**src/rtl/mem_pkg.sv**
```systemverilog
// mem_pkg: definitions shared by the load-side lane extractor and the store unit.
//   LANES      - number of 8-bit byte lanes / memory banks in a 32-bit word
//   MODE_B/H/W - access-size encodings carried on the request mode field
//   size_mask  - lane mask for an access starting at lane 0 (0 for an illegal mode)
package mem_pkg;

    localparam int LANES = 4;

    localparam logic [2:0] MODE_B = 3'b000;
    localparam logic [2:0] MODE_H = 3'b001;
    localparam logic [2:0] MODE_W = 3'b010;

    function automatic logic [LANES-1:0] size_mask(input logic [2:0] mode);
        logic [LANES-1:0] m;
        case (mode)
            MODE_B:  m = 4'b0001;
            MODE_H:  m = 4'b0011;
            MODE_W:  m = 4'b1111;
            default: m = 4'b0000;
        endcase
        return m;
    endfunction

endpackage

```
**src/rtl/store_unit_lane_align.sv**
```systemverilog
// store_lane_align: combinational lane steering for a store request.
//   cs_i   [1:0]  byte offset of the store inside its word
//   mode_i [2:0]  access size (MODE_B / MODE_H / MODE_W, others illegal)
//   data_i [31:0] store value, right-justified
//   lane_o [31:0] data rotated left by 8*cs; byte k feeds bank k
//   mask_o [7:0]  two-word enable mask: [3:0] first beat, [7:4] second beat
//                 (all zero for an illegal mode)
module store_lane_align
    import mem_pkg::*;
(
    input  logic [1:0]  cs_i,
    input  logic [2:0]  mode_i,
    input  logic [31:0] data_i,
    output logic [31:0] lane_o,
    output logic [7:0]  mask_o
);

    always_comb begin
        // Shifting the size mask across an 8-bit field lets bytes that
        // run past lane 3 land in the upper nibble, i.e. the next word.
        mask_o = {4'b0000, size_mask(mode_i)} << cs_i;
        case (cs_i)
            2'd0:    lane_o = data_i;
            2'd1:    lane_o = {data_i[23:0], data_i[31:24]};
            2'd2:    lane_o = {data_i[15:0], data_i[31:16]};
            default: lane_o = {data_i[7:0],  data_i[31:8]};
        endcase
    end

endmodule

```
**src/rtl/store_unit.sv**
```systemverilog
// store_unit: store-side byte-lane unit for the four 8-bit data-memory banks.
// Accepts byte/half/word stores at any byte address, drives per-lane data and
// byte enables, and splits word-crossing stores into two memory beats.
//   clk, rst_n          clock, synchronous active-low reset
//   req_valid/req_ready request handshake (ready only while idle)
//   req_addr/data/mode  store address, right-justified data, size
//   mem_req/mem_ack     memory beat valid / single-cycle accept
//   mem_addr            word address of the current beat
//   mem_we              byte enables, bit k = bank k
//   mem_data_0..3       lane data for banks 0..3
//   done / err          one-cycle completion / illegal-mode pulses
module store_unit
    import mem_pkg::*;
(
    input  logic              clk,
    input  logic              rst_n,
    input  logic              req_valid,
    output logic              req_ready,
    input  logic [31:0]       req_addr,
    input  logic [31:0]       req_data,
    input  logic [2:0]        req_mode,
    output logic              mem_req,
    input  logic              mem_ack,
    output logic [29:0]       mem_addr,
    output logic [LANES-1:0]  mem_we,
    output logic [7:0]        mem_data_0,
    output logic [7:0]        mem_data_1,
    output logic [7:0]        mem_data_2,
    output logic [7:0]        mem_data_3,
    output logic              done,
    output logic              err
);

    typedef enum logic [1:0] {
        S_IDLE  = 2'd0,
        S_BEAT0 = 2'd1,
        S_BEAT1 = 2'd2,
        S_FIN   = 2'd3
    } state_t;

    state_t            state_q;
    logic              mem_req_q;
    logic [LANES-1:0]  mem_we_q;
    logic [LANES-1:0]  hi_we_q;
    logic [29:0]       mem_addr_q;
    logic [31:0]       lane_q;
    logic              done_q;
    logic              err_q;

    logic [31:0]       lane_w;
    logic [7:0]        mask_w;

    // Alignment is evaluated on the live request so the first beat's
    // enables and lane data can be registered on the accepting edge.
    store_lane_align u_align (
        .cs_i   (req_addr[1:0]),
        .mode_i (req_mode),
        .data_i (req_data),
        .lane_o (lane_w),
        .mask_o (mask_w)
    );

    always_ff @(posedge clk) begin
        if (!rst_n) begin
            state_q    <= S_IDLE;
            mem_req_q  <= 1'b0;
            mem_we_q   <= '0;
            hi_we_q    <= '0;
            mem_addr_q <= '0;
            lane_q     <= '0;
            done_q     <= 1'b0;
            err_q      <= 1'b0;
        end else begin
            case (state_q)
                S_IDLE: begin
                    done_q <= 1'b0;
                    err_q  <= 1'b0;
                    if (req_valid) begin
                        // A legal size always enables lane cs of the first word.
                        if (mask_w[3:0] != 4'b0000) begin
                            state_q    <= S_BEAT0;
                            mem_req_q  <= 1'b1;
                            mem_we_q   <= mask_w[3:0];
                            hi_we_q    <= mask_w[7:4];
                            mem_addr_q <= req_addr[31:2];
                            lane_q     <= lane_w;
                        end else begin
                            state_q <= S_FIN;
                            err_q   <= 1'b1;
                        end
                    end
                end
                S_BEAT0: begin
                    if (mem_ack) begin
                        if (hi_we_q != 4'b0000) begin
                            state_q    <= S_BEAT1;
                            mem_we_q   <= hi_we_q;
                            // 30-bit increment wraps the top word to 0.
                            mem_addr_q <= mem_addr_q + 30'd1;
                        end else begin
                            state_q   <= S_FIN;
                            mem_req_q <= 1'b0;
                            mem_we_q  <= '0;
                            done_q    <= 1'b1;
                        end
                    end
                end
                S_BEAT1: begin
                    if (mem_ack) begin
                        state_q   <= S_FIN;
                        mem_req_q <= 1'b0;
                        mem_we_q  <= '0;
                        done_q    <= 1'b1;
                    end
                end
                default: begin
                    state_q <= S_IDLE;
                    done_q  <= 1'b0;
                    err_q   <= 1'b0;
                end
            endcase
        end
    end

    assign req_ready  = (state_q == S_IDLE);
    assign mem_req    = mem_req_q;
    assign mem_we     = mem_we_q;
    assign mem_addr   = mem_addr_q;
    assign mem_data_0 = lane_q[7:0];
    assign mem_data_1 = lane_q[15:8];
    assign mem_data_2 = lane_q[23:16];
    assign mem_data_3 = lane_q[31:24];
    assign done       = done_q;
    assign err        = err_q;

endmodule

```
**config.mk**
```make
export PLATFORM = sky130hd
export DESIGN_NAME = store_unit
export DESIGN_NICKNAME = d
export VERILOG_FILES = /design/src/rtl/mem_pkg.sv /design/src/rtl/store_unit_lane_align.sv /design/src/rtl/store_unit.sv
export SDC_FILE = /design/constraint.sdc
export NUM_CORES = 1
export LEC_CHECK = 0
export CAP_MARGIN = 20
export CORE_MARGIN = 2
export CORE_UTILIZATION = 48
export CTS_BUF_LIST = sky130_fd_sc_hd__clkbuf_4 sky130_fd_sc_hd__clkbuf_8 sky130_fd_sc_hd__clkbuf_16
export DETAILED_ROUTE_END_ITERATION = 8
export MAX_ROUTING_LAYER = met4
export PLACE_DENSITY = 0.83
export SYNTH_ARGS = -nofsm -noshare
export SYNTH_HDL_FRONTEND = slang
export SYNTH_SLANG_ARGS = --single-unit
```
**constraint.sdc**
```tcl
create_clock -name clk -period 2.4 [get_ports clk]
set_input_delay 0.72 -clock clk [delete_from_list [all_inputs] [get_ports clk]]
set_output_delay 0.72 -clock clk [all_outputs]
set_load 0.05 [all_outputs]
```
==> run summary <==
For this run, the number of Yosys warnings is 0. In this run the worst path has a maximum fanout of 4. The routed design has ~14 mm of wire. The worst setup slack after layout is 0.0342 ns. The number of top-level design ports came out at 141. The post-layout instance area is 6490 um^2.

Counting flops with a built-in enable in the synthesized netlist gives 0. The final count of negative-setup-slack endpoints is 0. The final worst-path cycle share came out at between 90% and 100%. On the critical path the largest part of the delay comes from compound AO/OA/AOI/OAI gates. The final max-slew violation count is 0. The ratio of cells with drive above 1 in the final layout is approximately 16%. The final core area utilization came out at ~70%.

The effective utilization at floorplan is between 40% and 50%. The clock tree skew after final layout is slightly below 0.01 ns. Across all register-to-register paths, the minimum setup slack is roughly 0.15 ns.

The total negative slack for setup checks is 0 ns. Walking the worst path, the cells encountered are clkdlybuf4s50_1 > a21oi_2 > nand2_1 > a221oi_4 > buf_4 > a21boi_0 > o41a_1. The number of placed instances, taps included is 794.

Among all stages on the critical path, the largest delay is contributed by clkdlybuf4s50_1. For this design the ratio of total power to cell area is 1030 nW/um^2. In this run the post-CTS setup repair buffer count came out at 0. The floorplan has 35 rows.

STA classifies the critical path startpoint as an input port. The relative max-transition margin is 63.4%. The flip-flop and latch count after synthesis is 74. The total of max-cap violations came out at 0. Hold is met by 0.452 ns. The root buffer cell chosen for the clock tree is clkbuf_8. The die is approximately 100 um wide. Counting flops with an async set or reset pin after synthesis yields a share of 0%. STA classifies the critical path endpoint as a flip-flop. The largest buffer count on any clock path came out at 2.

The routed wire length per instance came out at 16.9 um. The flow ran to the end, and the final reports show no timing, DRC or antenna violations. The count of buffers from port buffering is 140. The later-pin clock latency in the skew report is between 0.3 and 0.4 ns. TritonCTS built the clock tree. The placed standard-cell area came out at 6250 um^2. The remaining antenna violation count is 0. The via count of the first global-routing pass is around 4.7k.

The total congestion overflow came out at 0. The placeable core region came out at 9240 um^2. The worst reg-to-reg path cell count came out at 6. The number of buffer and inverter instances along the worst setup path is 2.

Summed over all instances, the cell type with the most area after synthesis is dfxtp_1. The H-tree generated during clock tree synthesis spans 3 levels. In this run the vertical extent of the chip is between 100 and 150 um.

The maximum frequency from static timing analysis is approximately 0.42 GHz. Synthesis produced a netlist whose cell count is 536. The count of filler cells inserted in the layout is 688. The synthesized net count is roughly 610. The clock period minus final worst setup slack is 2.37 ns.

The kind of critical path is input port to flip-flop. The worst setup slack before clock tree synthesis is -0.289 ns. The number of clock buffers inserted by TritonCTS came out at 9. The placed wire-length estimate is around 10 mm. The transition time at the pin with the least slew margin came out at approximately 0.55 ns. The startpoint identified for the worst hold timing path is lane_q[19]. Entering global routing, the biggest net connects just over 50 pins. The area fraction of the dominant cell type after synthesis came out at 32.5%. The average vias per placed instance came out at between 6 and 7. The cell depth of the worst setup path came out at 7. The data arrival time of the critical path came out at between 2 and 3 ns. The startpoint identified for the worst register-to-register timing path is mem_addr[0].

The clock sink count came out at 74. The total vias in the final route came out at 4861. The number of endpoints with negative hold slack in the final report is 0. The worst-case hold path end point is lane_q[19]. The initial antenna violation count is 0. Yosys mapped the design onto 62 distinct sky130hd cell types. In this run the mean area of a mapped cell was around 8.5 um^2. The commonest register cell after synthesis is dfxtp_1.

The combined global-route utilization of all metal layers is 27.2%. The power consumption is around 6.7 mW. The number of antenna diodes came out at 0. The maximum vdd ir drop came out at roughly 0.00046 V. The first-iteration detailed-routing DRC count is between 200 and 250. The static power due to leakage is approximately 2.4 nW. Once layout is complete, the cells apart from fillers number ~810. The number of instances on the worst hold path is 2.

Data on the critical path is required at its endpoint by about 2.6 ns. Summing the sequential cell areas from Yosys gives between 30% and 40% of the chip area. The worst register-to-register path ends at mem_addr[24]. The post-route DRC violation count came out at 0. The die area is between 10000 and 15000 um^2.

The final net count is 752. The global-route wire length before repair is between 20 and 25 mm. The path class of the tightest hold or removal check is flip-flop to flip-flop. The number of detailed-routing iterations run before antenna repair is 8. The largest stage delay on the critical path is around 0.45 ns. The growth of design area from synthesis to finish came out at 42.5%. Clock-pin slew was measured on the worst setup and hold paths at 0.08 ns. Setup repair after global routing could not meet its margin everywhere. The cell area that synthesis handed to floorplanning was roughly 4600 um^2.

In the post-synthesis netlist, the biggest area contributors are dfxtp_1, mux4_2, nand2_1. The final RePlAce weighted congestion came out at around 0.89.
-- timing repair --
item | in CTS | in global routing
setup endpoints to repair | 0 | 14
endpoints found under the hold margin | 0 | 0
hold buffers | 0 | 0
gates resized for setup | 0 | 11
-- synth_stat cells (3+ instances only) --
master / instances
a211oi_1: 10
a21oi_1: 68
a31oi_1: 3
a41oi_1: 4
and3_1: 6
and4_1: 5
buf_1: 7
buf_2: 6
clkbuf_1: 29
dfxtp_1: 74
ha_1: 5
inv_1: 12
mux2i_1: 4
mux4_2: 32
nand2_1: 98
nand2b_1: 4
nand3_1: 21
nand4_1: 10
nor2_1: 30
nor2b_1: 6
nor3_1: 9
nor4_1: 9
o21a_1: 5
o21ai_0: 15
o221a_2: 6
o22ai_1: 5
o31a_1: 5
-- report_power, final --
group          switching, mW  total [mW]  internal (mW)
sequential             0.335        1.87           1.53
combinational           2.35        3.82           1.47
clock                  0.449        1.02          0.571
total                   3.13        6.71           3.58
-- cells by family (layout without fill, tap and decap cells) --
logic type | after synthesis | count (layout) | synth area share, %
and+or+nand+nor | 211 | 211 | 22.1
AOI/OAI and AO/OA | 150 | 150 | 21.7
DFF | 74 | 74 | 32.5
buffers and inverters | 58 | 202 | 5.22
muxes | 38 | 38 | 17.2
adders and majority gates | 5 | 5 | 1.37
-- worst max-delay path by stage --
stage,from,slack [ns],endpoint
2_1_floorplan,mem_addr[10],-0.03,mem_addr[24]
3_3_place_gp,req_mode[1],-0.20,mem_addr[23]
3_5_place_dp,req_mode[1],-0.29,mem_addr[23]
4_1_cts,mem_addr[22],0.03,mem_addr[22]
5_1_grt,req_mode[1],-0.02,mem_addr[27]
6_report,req_mode[1],0.03,mem_addr[27]
-- routing by layer --
| metal | up-vias | share of wire, % | track usage (%) |
|---|---|---|---|
| met5 | - | 0 | - |
| met4 | 0 | 2.7 | 11.5 |
| met3 | 43 | 9.2 | 5.18 |
| met2 | 255 | 49 | 45.0 |
| met1 | 2282 | 39 | 32.5 |
| li1 | 2281 | - | - |
-- area by class of cell --
type                       instances  area [um^2]  share of cell area [%]
clock buffer                      13          173                    2.66
tap                              129          161                    2.49
sequential                        74         1490                    22.9
inverter                          13         48.8                   0.751
clock inverter                     2         35.0                   0.539
multi-input combinational        404         2870                    44.3
timing repair buffer             174         1720                    26.4
-- flip-flops by register name, indices dropped and copies added (netlist names) --
signal    cells
done          1
err           1
hi_we_q       3
lane_q       32
mem_addr     30
mem_req       1
mem_we        4
state_q       2
-- tightest hold or removal path, cell delays in order, from the launching register on --
cell and delay, ns:
dfxtp_1 0.31, nand2_1 0.05, a21oi_1 0.05
-- cell usage in the layout, fill, tap and decap left out, types with 4 or more instances in the layout --
| master | Yosys | layout |
|---|---|---|
| a211oi_1 | 10 | 10 |
| a21oi_1 | 68 | 67 |
| a41oi_1 | 4 | 4 |
| and3_1 | 6 | 6 |
| and4_1 | 5 | 5 |
| buf_12 | 0 | 5 |
| buf_4 | 1 | 32 |
| clkbuf_8 | 0 | 12 |
| clkdlybuf4s50_1 | 0 | 129 |
| dfxtp_1 | 74 | 71 |
| dlymetal6s2s_1 | 0 | 6 |
| inv_1 | 12 | 11 |
| mux2i_1 | 4 | 4 |
| mux4_2 | 32 | 32 |
| nand2_1 | 98 | 98 |
| nand2b_1 | 4 | 4 |
| nand3_1 | 21 | 21 |
| nand4_1 | 10 | 10 |
| nor2_1 | 30 | 29 |
| nor2b_1 | 6 | 6 |
| nor3_1 | 9 | 9 |
| nor4_1 | 9 | 9 |
| o21a_1 | 5 | 5 |
| o21ai_0 | 15 | 15 |
| o221a_2 | 6 | 6 |
| o22ai_1 | 5 | 5 |
| o31a_1 | 5 | 5 |
Note: power is estimated with default switching activity, not from simulation.
